$ cat src/rtl/proto_port_filter_pkg.sv
// Shared types and field widths for the protocol/port ingress filter.
package proto_port_filter_pkg;

  // Packet-level filter states; encodings are fixed so they read the same in waves.
  typedef enum logic [1:0] {
    ST_HEADER  = 2'd0,
    ST_FORWARD = 2'd1,
    ST_DISCARD = 2'd2
  } state_e;

  localparam int PORT_W  = 8;   // source/destination port byte in tuser
  localparam int PROTO_W = 8;   // IPv4 protocol byte in first-beat tdata
  localparam int CNT_W   = 32;  // packet statistics counters
  localparam int IDX_W   = 4;   // wide enough for up to 16 rules

endpackage

$ cat src/rtl/fallthrough_small_fifo.sv
// Small first-word-fallthrough FIFO: the head entry is visible on dout in the
// cycle after it is written, without a read request.
module fallthrough_small_fifo #(
  parameter int WIDTH          = 8,
  parameter int MAX_DEPTH_BITS = 2
) (
  input  logic             clk,
  input  logic             rst_n,
  input  logic [WIDTH-1:0] din,
  input  logic             wr_en,
  input  logic             rd_en,
  output logic [WIDTH-1:0] dout,
  output logic             nearly_full,
  output logic             empty
);

  localparam int AW    = MAX_DEPTH_BITS;
  localparam int CW    = MAX_DEPTH_BITS + 1;
  localparam int DEPTH = 1 << MAX_DEPTH_BITS;
  localparam logic [CW-1:0] FULL_LVL = CW'(DEPTH);
  localparam logic [CW-1:0] NF_LVL   = CW'(DEPTH - 1);

  logic [WIDTH-1:0] mem_q [DEPTH];
  logic [AW-1:0]    wr_ptr_q, wr_ptr_d;
  logic [AW-1:0]    rd_ptr_q, rd_ptr_d;
  logic [CW-1:0]    count_q, count_d;
  logic             do_wr, do_rd;

  // Pointer and occupancy update; writes to a full FIFO and reads of an empty one are ignored.
  always_comb begin
    do_wr    = wr_en && (count_q != FULL_LVL);
    do_rd    = rd_en && (count_q != '0);
    wr_ptr_d = do_wr ? wr_ptr_q + AW'(1) : wr_ptr_q;
    rd_ptr_d = do_rd ? rd_ptr_q + AW'(1) : rd_ptr_q;
    case ({do_wr, do_rd})
      2'b10:   count_d = count_q + CW'(1);
      2'b01:   count_d = count_q - CW'(1);
      default: count_d = count_q;
    endcase
  end

  // Control state; reset flushes the FIFO by clearing pointers and count.
  always_ff @(posedge clk or negedge rst_n) begin
    if (!rst_n) begin
      // NOTE: sequential state uses non-blocking assignments so all flops update together at the edge.
      wr_ptr_q <= '0;
      rd_ptr_q <= '0;
      count_q  <= '0;
    end else begin
      wr_ptr_q <= wr_ptr_d;
      rd_ptr_q <= rd_ptr_d;
      count_q  <= count_d;
    end
  end

  // Storage array write port.
  // NOTE: the data array is not reset; only valid entries are ever read, and omitting reset lets it map to RAM.
  always_ff @(posedge clk) begin
    if (do_wr) mem_q[wr_ptr_q] <= din;
  end

  assign dout        = mem_q[rd_ptr_q];
  assign empty       = (count_q == '0);
  assign nearly_full = (count_q >= NF_LVL);

endmodule

$ cat src/rtl/proto_rule_match.sv
// Combinational priority matcher: the lowest-indexed enabled rule whose
// protocol equals the packet protocol and whose source mask overlaps the
// packet source port wins.
module proto_rule_match
  import proto_port_filter_pkg::*;
#(
  parameter int NUM_RULES = 4
) (
  input  logic [NUM_RULES-1:0]         rule_en,
  input  logic [PROTO_W*NUM_RULES-1:0] rule_proto,
  input  logic [PORT_W*NUM_RULES-1:0]  rule_src_mask,
  input  logic [PORT_W*NUM_RULES-1:0]  rule_dst,
  input  logic [PROTO_W-1:0]           proto,
  input  logic [PORT_W-1:0]            src_port,
  output logic                         hit,
  output logic [IDX_W-1:0]             idx,
  output logic [PORT_W-1:0]            dst
);

  // Scan from the highest index down so the lowest matching rule is written last.
  always_comb begin
    // NOTE: every output gets a default before the loop so no path leaves it unassigned (no latch).
    hit = 1'b0;
    idx = '0;
    dst = '0;
    for (int i = NUM_RULES - 1; i >= 0; i--) begin
      if (rule_en[i] &&
          (rule_proto[PROTO_W*i +: PROTO_W] == proto) &&
          ((rule_src_mask[PORT_W*i +: PORT_W] & src_port) != '0)) begin
        hit = 1'b1;
        idx = IDX_W'(i);
        dst = rule_dst[PORT_W*i +: PORT_W];
      end
    end
  end

endmodule

$ cat src/rtl/proto_port_filter.sv
// Ingress filter: classifies each packet on its first beat against a set of
// (protocol, source-port-mask) rules, then forwards it with a rewritten
// destination-port byte or discards it whole, counting both outcomes.
module proto_port_filter
  import proto_port_filter_pkg::*;
#(
  parameter int C_M_AXIS_DATA_WIDTH  = 256,
  parameter int C_S_AXIS_DATA_WIDTH  = 256,
  parameter int C_M_AXIS_TUSER_WIDTH = 128,
  parameter int C_S_AXIS_TUSER_WIDTH = 128,
  parameter int SRC_PORT_POS         = 16,
  parameter int DST_PORT_POS         = 24,
  parameter int PROTO_POS            = 184,
  parameter int NUM_RULES            = 4,
  parameter int FIFO_DEPTH_BITS      = 2
) (
  input  logic                                 axis_aclk,
  input  logic                                 axis_resetn,
  input  logic [C_S_AXIS_DATA_WIDTH-1:0]       s_axis_tdata,
  input  logic [C_S_AXIS_DATA_WIDTH/8-1:0]     s_axis_tkeep,
  input  logic [C_S_AXIS_TUSER_WIDTH-1:0]      s_axis_tuser,
  input  logic                                 s_axis_tvalid,
  input  logic                                 s_axis_tlast,
  output logic                                 s_axis_tready,
  output logic [C_M_AXIS_DATA_WIDTH-1:0]       m_axis_tdata,
  output logic [C_M_AXIS_DATA_WIDTH/8-1:0]     m_axis_tkeep,
  output logic [C_M_AXIS_TUSER_WIDTH-1:0]      m_axis_tuser,
  output logic                                 m_axis_tvalid,
  output logic                                 m_axis_tlast,
  input  logic                                 m_axis_tready,
  input  logic [NUM_RULES-1:0]                 cfg_rule_en,
  input  logic [8*NUM_RULES-1:0]               cfg_rule_proto,
  input  logic [8*NUM_RULES-1:0]               cfg_rule_src_mask,
  input  logic [8*NUM_RULES-1:0]               cfg_rule_dst,
  input  logic                                 cfg_default_drop,
  output logic [31:0]                          stat_fwd_pkts,
  output logic [31:0]                          stat_drop_pkts
);

  localparam int KEEP_W = C_S_AXIS_DATA_WIDTH / 8;
  localparam int FIFO_W = C_S_AXIS_DATA_WIDTH + KEEP_W + C_S_AXIS_TUSER_WIDTH + 1;

  // FIFO head beat
  logic [FIFO_W-1:0]               fifo_dout;
  logic                            fifo_empty, fifo_nearly_full, fifo_wr, fifo_rd;
  logic [C_S_AXIS_DATA_WIDTH-1:0]  head_data;
  logic [KEEP_W-1:0]               head_keep;
  logic [C_S_AXIS_TUSER_WIDTH-1:0] head_user;
  logic                            head_last;

  // Rule lookup on the head beat
  logic                match_hit;
  logic [IDX_W-1:0]    match_idx;
  logic [PORT_W-1:0]   match_dst;

  // Filter state and the per-packet action latched at the header
  state_e              state_q, state_d;
  logic                act_drop_q, act_drop_d;
  logic                act_rw_q, act_rw_d;
  logic [PORT_W-1:0]   dst_q, dst_d;
  logic                hold_q, hold_d;
  logic [CNT_W-1:0]    stat_fwd_q, stat_fwd_d;
  logic [CNT_W-1:0]    stat_drop_q, stat_drop_d;

  // Action in effect this cycle and handshake events
  logic                use_drop, use_rw;
  logic [PORT_W-1:0]   use_dst;
  logic                out_valid, fwd_done, drop_done;
  logic [C_S_AXIS_TUSER_WIDTH-1:0] user_out;

  assign s_axis_tready = !fifo_nearly_full;
  assign fifo_wr       = s_axis_tvalid && s_axis_tready;

  fallthrough_small_fifo #(
    .WIDTH          (FIFO_W),
    .MAX_DEPTH_BITS (FIFO_DEPTH_BITS)
  ) u_in_fifo (
    .clk         (axis_aclk),
    .rst_n       (axis_resetn),
    .din         ({s_axis_tlast, s_axis_tuser, s_axis_tkeep, s_axis_tdata}),
    .wr_en       (fifo_wr),
    .rd_en       (fifo_rd),
    .dout        (fifo_dout),
    .nearly_full (fifo_nearly_full),
    .empty       (fifo_empty)
  );

  assign {head_last, head_user, head_keep, head_data} = fifo_dout;

  proto_rule_match #(
    .NUM_RULES (NUM_RULES)
  ) u_match (
    .rule_en       (cfg_rule_en),
    .rule_proto    (cfg_rule_proto),
    .rule_src_mask (cfg_rule_src_mask),
    .rule_dst      (cfg_rule_dst),
    .proto         (head_data[PROTO_POS +: PROTO_W]),
    .src_port      (head_user[SRC_PORT_POS +: PORT_W]),
    .hit           (match_hit),
    .idx           (match_idx),
    .dst           (match_dst)
  );

  // The matcher never reports an index beyond the configured rule count.
  always_comb begin
    assert (!match_hit || (int'(match_idx) < NUM_RULES));
  end

  // Next-state, pop and output-valid decisions. A stalled header beat locks
  // its action (hold) so a cfg change cannot retract or alter a presented beat.
  always_comb begin
    state_d    = state_q;
    act_drop_d = act_drop_q;
    act_rw_d   = act_rw_q;
    dst_d      = dst_q;
    hold_d     = hold_q;
    use_drop   = act_drop_q;
    use_rw     = act_rw_q;
    use_dst    = dst_q;
    fifo_rd    = 1'b0;
    out_valid  = 1'b0;
    fwd_done   = 1'b0;
    drop_done  = 1'b0;
    case (state_q)
      ST_HEADER: begin
        if (!hold_q) begin
          use_drop = !match_hit && cfg_default_drop;
          use_rw   = match_hit;
          use_dst  = match_dst;
        end
        if (!fifo_empty) begin
          act_drop_d = use_drop;
          act_rw_d   = use_rw;
          dst_d      = use_dst;
          if (use_drop) begin
            fifo_rd = 1'b1;
            hold_d  = 1'b0;
            if (head_last) drop_done = 1'b1;
            else           state_d   = ST_DISCARD;
          end else begin
            out_valid = 1'b1;
            if (m_axis_tready) begin
              fifo_rd = 1'b1;
              hold_d  = 1'b0;
              if (head_last) fwd_done = 1'b1;
              else           state_d  = ST_FORWARD;
            end else begin
              hold_d = 1'b1;
            end
          end
        end
      end
      ST_FORWARD: begin
        if (!fifo_empty) begin
          out_valid = 1'b1;
          if (m_axis_tready) begin
            fifo_rd = 1'b1;
            if (head_last) begin
              fwd_done = 1'b1;
              state_d  = ST_HEADER;
            end
          end
        end
      end
      ST_DISCARD: begin
        if (!fifo_empty) begin
          fifo_rd = 1'b1;
          if (head_last) begin
            drop_done = 1'b1;
            state_d   = ST_HEADER;
          end
        end
      end
      default: state_d = ST_HEADER;
    endcase
    stat_fwd_d  = stat_fwd_q  + {{(CNT_W-1){1'b0}}, fwd_done};
    stat_drop_d = stat_drop_q + {{(CNT_W-1){1'b0}}, drop_done};
  end

  // Output stream: FIFO head with the destination byte applied, zeroed when not valid.
  always_comb begin
    user_out = head_user;
    if (use_rw) user_out[DST_PORT_POS +: PORT_W] = use_dst;
    m_axis_tvalid = out_valid;
    m_axis_tdata  = out_valid ? head_data : '0;
    m_axis_tkeep  = out_valid ? head_keep : '0;
    m_axis_tuser  = out_valid ? user_out  : '0;
    m_axis_tlast  = out_valid && head_last;
  end

  // Filter state, latched action and statistics counters.
  always_ff @(posedge axis_aclk or negedge axis_resetn) begin
    if (!axis_resetn) begin
      state_q     <= ST_HEADER;
      act_drop_q  <= 1'b0;
      act_rw_q    <= 1'b0;
      dst_q       <= '0;
      hold_q      <= 1'b0;
      stat_fwd_q  <= '0;
      stat_drop_q <= '0;
    end else begin
      state_q     <= state_d;
      act_drop_q  <= act_drop_d;
      act_rw_q    <= act_rw_d;
      dst_q       <= dst_d;
      hold_q      <= hold_d;
      stat_fwd_q  <= stat_fwd_d;
      stat_drop_q <= stat_drop_d;
    end
  end

  assign stat_fwd_pkts  = stat_fwd_q;
  assign stat_drop_pkts = stat_drop_q;

endmodule

$ cat config.mk
export PLATFORM = sky130hd
export DESIGN_NAME = proto_port_filter
export DESIGN_NICKNAME = d
export VERILOG_FILES = /design/src/rtl/proto_port_filter_pkg.sv /design/src/rtl/fallthrough_small_fifo.sv /design/src/rtl/proto_rule_match.sv /design/src/rtl/proto_port_filter.sv
export SDC_FILE = /design/constraint.sdc
export NUM_CORES = 1
export LEC_CHECK = 0
export CAP_MARGIN = 20
export CORE_MARGIN = 4
export CORE_UTILIZATION = 37
export CTS_BUF_LIST = sky130_fd_sc_hd__clkbuf_8 sky130_fd_sc_hd__clkbuf_16
export CTS_CLUSTER_DIAMETER = 30
export DETAILED_ROUTE_END_ITERATION = 10
export GPL_ROUTABILITY_DRIVEN = 1
export SYNTH_ARGS = -nofsm -noshare
export SYNTH_HDL_FRONTEND = slang
export SYNTH_HIERARCHICAL = 1
export SYNTH_SLANG_ARGS = --single-unit
$ cat constraint.sdc
create_clock -name axis_aclk -period 22.2 [get_ports axis_aclk]
set_input_delay 4.44 -clock axis_aclk [delete_from_list [all_inputs] [get_ports axis_aclk]]
set_output_delay 4.44 -clock axis_aclk [all_outputs]
set_load 0.005 [all_outputs]
==> results of run 1 <==
-- metal layers --
metal | global-route usage (%) | share of wire [%] | vias to the layer above
li1 | - | - | 15400
met1 | 23.1 | 38 | 18600
met2 | 32.5 | 52 | 1205
met3 | 4.89 | 6.5 | 386
met4 | 7.03 | 3.4 | 24
met5 | 0 | 0.088 | -
-- worst max-delay path, delay by kind of cell --
kind / cells / cell delay (ns)
AOI/OAI and AO/OA: 2 / 0.61
and+or+nand+nor: 7 / 2.36
buffers and inverters: 4 / 1.91
-- power by group --
group	total, mW	internal [mW]	switching, mW
Sequential	4.19	4.08	0.111
Clock	5.61	3.89	1.73
Combinational	3.81	1.96	1.85
Total	13.6	9.93	3.68
-- registers in the layout, indices dropped and copies added, names as in the netlist --
| register | cells |
|---|---|
| u_in_fifo/mem_q | 1668 |
| stat_drop_pkts | 32 |
| stat_fwd_pkts | 32 |
| dst_q | 8 |
| u_in_fifo/count_q | 3 |
| state_q | 2 |
| u_in_fifo/rd_ptr_q | 2 |
| u_in_fifo/wr_ptr_q | 2 |
| act_drop_q | 1 |
| act_rw_q | 1 |
| hold_q | 1 |
-- path summary, 6_finish.rpt --
check | start | to | slack [ns]
min in group asynchronous | axis_resetn | stat_drop_pkts[14] | 3.51
min reg2reg | stat_fwd_pkts[31] | stat_fwd_pkts[31] | 0.48
max reg2reg | u_in_fifo/rd_ptr_q[1] | stat_fwd_pkts[18] | 14.06
min | stat_fwd_pkts[31] | stat_fwd_pkts[31] | 0.48
max in group asynchronous | axis_resetn | u_in_fifo/rd_ptr_q[1] | 17.50
max | cfg_rule_src_mask[4] | m_axis_tuser[70] | 7.99
-- layout by cell type (no fill, tap or decap), types with 9 or more instances in the layout --
cell and count:
nor2_1 21, nand4_1 26, xor2_1 29, ha_1 14, inv_6 21, dfrtp_1 82
clkinv_2 58, bufinv_16 64, mux4_2 417, inv_1 57, nor3_1 9, diode_2 26
nand2_1 28, and2_0 30, and3_1 10, nand3_1 26, and2_1 385, clkdlybuf4s50_1 1003
a22oi_1 16, clkinvlp_4 39, buf_4 38, clkinv_1 35, clkbuf_16 385, mux2_2 13
clkinv_4 25, xnor2_1 69, mux2i_1 9, edfxtp_1 1668, and4_1 10
-- through the flow --
| step | instances | area [µm²] | hold WS [ns] | power (mW) | utilization (%) |
|---|---|---|---|---|---|
| after floorplan | 3093 | 68600 | 0.468 | 6.61 | - |
| after global placement | 6460 | 80500 | 0.467 | 8.13 | 43.8 |
| after detailed placement | 6460 | 80500 | 0.471 | 8.14 | 43.8 |
| after CTS | 7138 | 93500 | 0.484 | 13.8 | 50.9 |
| after global routing | 7150 | 93500 | 0.504 | 14.2 | 50.9 |
| final | 7164 | 93500 | 0.478 | 13.6 | 50.9 |
-- layout make-up --
cell class              instances  area, µm²
inverters                      14       65.1
diodes                         26       65.1
multi-input cells            1182      14700
repair buffers               1048      10500
fillers                     14700      90100
clock buffers                 391       9720
well taps                    2464       3080
clock inverters               287       3220
flip-flops and latches       1752      52200
==> flow_summary.yaml, run 1 <==
cells_and_area:
  finalNetCount: 4911
  layout-drive-gt1-share_pct: 23.6
  syn_to_final_growth_pct: 36.3
floorplanning:
  die_area_mm2: 0.192
  die_w_um: 439
  pin_count: 1005
  rows: 157
  coreArea_mm2: 0.184
  initial_core_util_pct: 37.3
  fp.dieH_um: 439
yosys:
  synth_fp_nets: 3630
  synthCells: 3093
  yosysWarnings: 6
  syn_area_per_cell_um2: 22.2
  syn_area_mm2: 0.0686
clocking:
  numCtsBuffers: 376
  htreeDepth: 5
  postCtsHoldBufs: 0
  post_cts_buffers: 0
  clkTransAtPathRegs_ns: 0.04
  post_cts_resize_count: 0
  cts.sinks: 1752
  root_buffer: "clkbuf_16"
  cts_tree: "done"
  worstSkewPairLatency_ns: 0.91
  clock_path_buffers: 4
sta:
  worst_slack_ns: 7.99
  tightestPinTransition_ns: 1.25
  finalSetupTns_ns: 0
  rsz0062_at_grt: "no"
  skew_ns: 0.0691
  setup_viol: 0
  finalCritPeriodShare_pct: 64.0
  finalCriticalPeriod_ns: 14.21
  hold_viol: 0
  max_freq_ghz: 0.0704
  timing.slew.headroom_pct: 16.5
  final-max-slew-violation-count: 0
pwr:
  power.density_mw_per_mm2: 146
  ir_drop_v: 0.000109
  p_leak_nw: 31.5
detailed_routing:
  vias: 35500
  first_iter_violations: 2728
  drcViolationCount: 0
  vias_per_cell: 4.96
  final_antenna_net_count: 0
  wl_per_cell_um: 26.0
  drt_first_pass_iters: 5
  wl_um: 186000
grt:
  grt_max_degree: 209
  grt_overflow: 0
  grt_pass1_wl_um: 265000
  antenna_found_initial: 60
  grt_usage_pct: 19.0
  grt_pass1_vias: 37200
critical_path:
  setup.worst_path.class: "input pin to output port"
  crit_path_cell_trace: "clkdlybuf4s50_1 > a22oi_1 > nand4_1 > nand4b_1 > nand2b_1 > nand2b_1 > or3b_4 > nand3_2 > a21o_1 > clkinv_8 > buf_12 > and2_1 > clkdlybuf4s50_1"
  max_stage_delay_ns: 0.59
  end_kind: "output port"
  crit_path_start_kind: "input pin"
  reg2reg_depth: 19
  cp.arrival_ns: 9.77
  crit_slowest_cell: "clkinv_8"
  cp.required_ns: 17.76
  critPathMaxFanout: 208
placed_design:
  io_buffer_count: 1004
  gp_congestion: 0.856
  pre_cts_slack_ns: 8.22
  hpwlAfterDp_um: 123000
status:
  status: "finished clean"
hold_path:
  hold_class: "flip-flop to flip-flop"
  holdPathStages: 1
flow_run:
  maxCapViolCount: 0
(Power assumes the default switching activity.)
==> run 2, diff against run 1 <==
clock period = 12.4 ns   (was 22.2 ns; I/O delays follow)
==> run 2 against run 1 <==
  * The flow now finishes with violations (slew limit)
  * Via count shrank 0.70%
  * Clock power up 73%
  * Non-clock buffer count unchanged
  * Sequential share of layout area increased by 0.19 points
  * Total power rose by 77%
  * Register-to-register slack worse by 10 ns
  * Clock skew is 0.010 ns lower
  * Core utilization shrank 0.17 points
  * Cell area decreased by 0.34%
  * Largest power group unchanged
==> flow_summary.yaml, run 2 (same netlist as run 1, synthesis figures left out) <==
status:
  status: "finished, violations left"
  violations: "slew limit"
clocking:
  numCtsBuffers: 376
  htreeDepth: 5
  post_cts_buffers: 0
  cts_tree: "done"
  worstSkewPairLatency_ns: 0.92
  root_buffer: "clkbuf_16"
  cts.sinks: 1752
  clock_path_buffers: 4
  clkTransAtPathRegs_ns: 0.04
floorplanning:
  pin_count: 1005
  die_area_mm2: 0.192
  coreArea_mm2: 0.184
  die_w_um: 439
  fp.dieH_um: 439
  rows: 157
  initial_core_util_pct: 37.3
cells_and_area:
  stdcell_area_mm2: 0.0932
  syn_to_final_growth_pct: 35.9
  final_common_cell: "edfxtp_1"
  top_register: "u_in_fifo/mem_q"
  finalCoreUtilization_pct: 50.7
  largest_reg_flops: 1668
  fill_cells: 14700
  finalNetCount: 4911
  layout-drive-gt1-share_pct: 23.0
  most-common-layout-cells: "edfxtp_1, clkdlybuf4s50_1, mux4_2"
detailed_routing:
  drt_first_pass_iters: 5
  final_antenna_net_count: 0
  vias_per_cell: 4.92
  wl_per_cell_um: 26.1
  vias: 35300
  wl_um: 187000
  drcViolationCount: 0
  first_iter_violations: 2438
grt:
  grt_usage_pct: 19.1
  grt_pass1_vias: 37300
  grt_max_degree: 166
  antenna_found_initial: 46
  grt_pass1_wl_um: 266000
  grt_overflow: 0
pwr:
  power.density_mw_per_mm2: 258
  power.total_mw: 24.1
  p_int_mw: 17.5
  ir_drop_v: 0.000214
  seqPwrFrac_pct: 31.3
  p_leak_nw: 31.3
  combPwrFrac_pct: 28.4
  clkPwrFrac_pct: 40.3
  power.switching_mw: 6.58
  p_sw_share_pct: 27.3
sta:
  holdWs_ns: 0.479
  max_freq_ghz: 0.0860
  timing.slew.headroom_pct: -10.9
  skew_ns: 0.0587
  worst_slack_ns: 0.769
  finalCritPeriodShare_pct: 93.8
  rsz0062_at_grt: "no"
  tightestPinTransition_ns: 1.66
  hold_viol: 0
  final-max-slew-violation-count: 12
  setup_viol: 0
  finalCriticalPeriod_ns: 11.63
critical_path:
  setup.worst_path.class: "flip-flop to output port"
  crit_path_cell_trace: "buf_4 > mux4_2 > a22oi_1 > and4_1 > nor4_1 > nand2b_1 > nand2b_1 > or3b_4 > nand3_2 > a21o_1 > clkinv_8 > buf_4 > and2_1 > clkdlybuf4s50_1"
  critPathMaxFanout: 165
  end_kind: "output port"
  cp_num_cells: 14
  cp.arrival_ns: 9.15
  cp_top_family: "buffers and inverters"
  crit_slowest_cell: "a22oi_1"
  cp.required_ns: 9.92
  reg2reg_depth: 18
  crit_path_start_kind: "flip-flop"
  max_stage_delay_ns: 1.29
  path_buf_inv: 4
placed_design:
  place_area_mm2: 0.0806
  gp_congestion: 0.874
  pre_cts_slack_ns: 0.411
  hpwlAfterDp_um: 123000
  io_buffer_count: 1004
hold_path:
  holdPathStages: 1
  hold_class: "flip-flop to flip-flop"
flow_run:
  maxCapViolCount: 0
-- run 2: path summary, 6_finish.rpt --
kind                                       startpoint                     to  slack [ns]
max in group asynchronous                 axis_resetn  u_in_fifo/rd_ptr_q[0]        9.66
worst max-delay path            u_in_fifo/rd_ptr_q[0]       m_axis_tkeep[11]        0.77
worst min-delay path               stat_drop_pkts[31]     stat_drop_pkts[31]        0.48
worst max register to register  u_in_fifo/rd_ptr_q[0]      stat_fwd_pkts[28]        3.75
min in group asynchronous                 axis_resetn     stat_drop_pkts[11]        1.53
worst min register to register     stat_drop_pkts[31]     stat_drop_pkts[31]        0.48
-- run 2: per-layer routing --
metal / GRT usage [%] / vias to the layer above / routed length [µm]
li1: - / 15400 / -
met1: 22.6 / 18300 / 70000
met2: 33.4 / 1226 / 98600
met3: 4.77 / 351 / 11800
met4: 7.79 / 10 / 6750
met5: 0 / - / 69
-- run 2: power groups by stage --
stage / clock [mW] / sequential (mW) / combinational [mW]
finish: 9.71 / 7.52 / 6.84
global route: 10.2 / 7.58 / 7.30
CTS: 9.89 / 7.54 / 7.07
detailed placement: 0 / 7.63 / 7.03
global placement: 0 / 7.60 / 7.04
floorplan: 0 / 7.72 / 3.97
-- run 2: timing repair --
action | CTS | global route
endpoints found under the setup margin | 17 | 0
hold buffers | 0 | 0
resized for setup | 1 | 0
-- run 2: layout make-up --
type	instances	area, µm²	share of cell area (%)
clock buffers	390	9660	10.4
repair buffers	1048	10500	11.3
clock inverters	279	2880	3.08
well taps	2464	3080	3.31
flip-flops and latches	1752	52200	56.0
diodes	39	97.6	0.105
inverters	14	65.1	0.0698
multi-input cells	1182	14700	15.8
-- run 2: metrics by stage --
step | setup TNS, ns | instances
after floorplan | -359.64 | 3093
after global placement | 0 | 6460
after detailed placement | 0 | 6460
after CTS | 0 | 7129
after global routing | 0 | 7155
final | 0 | 7168
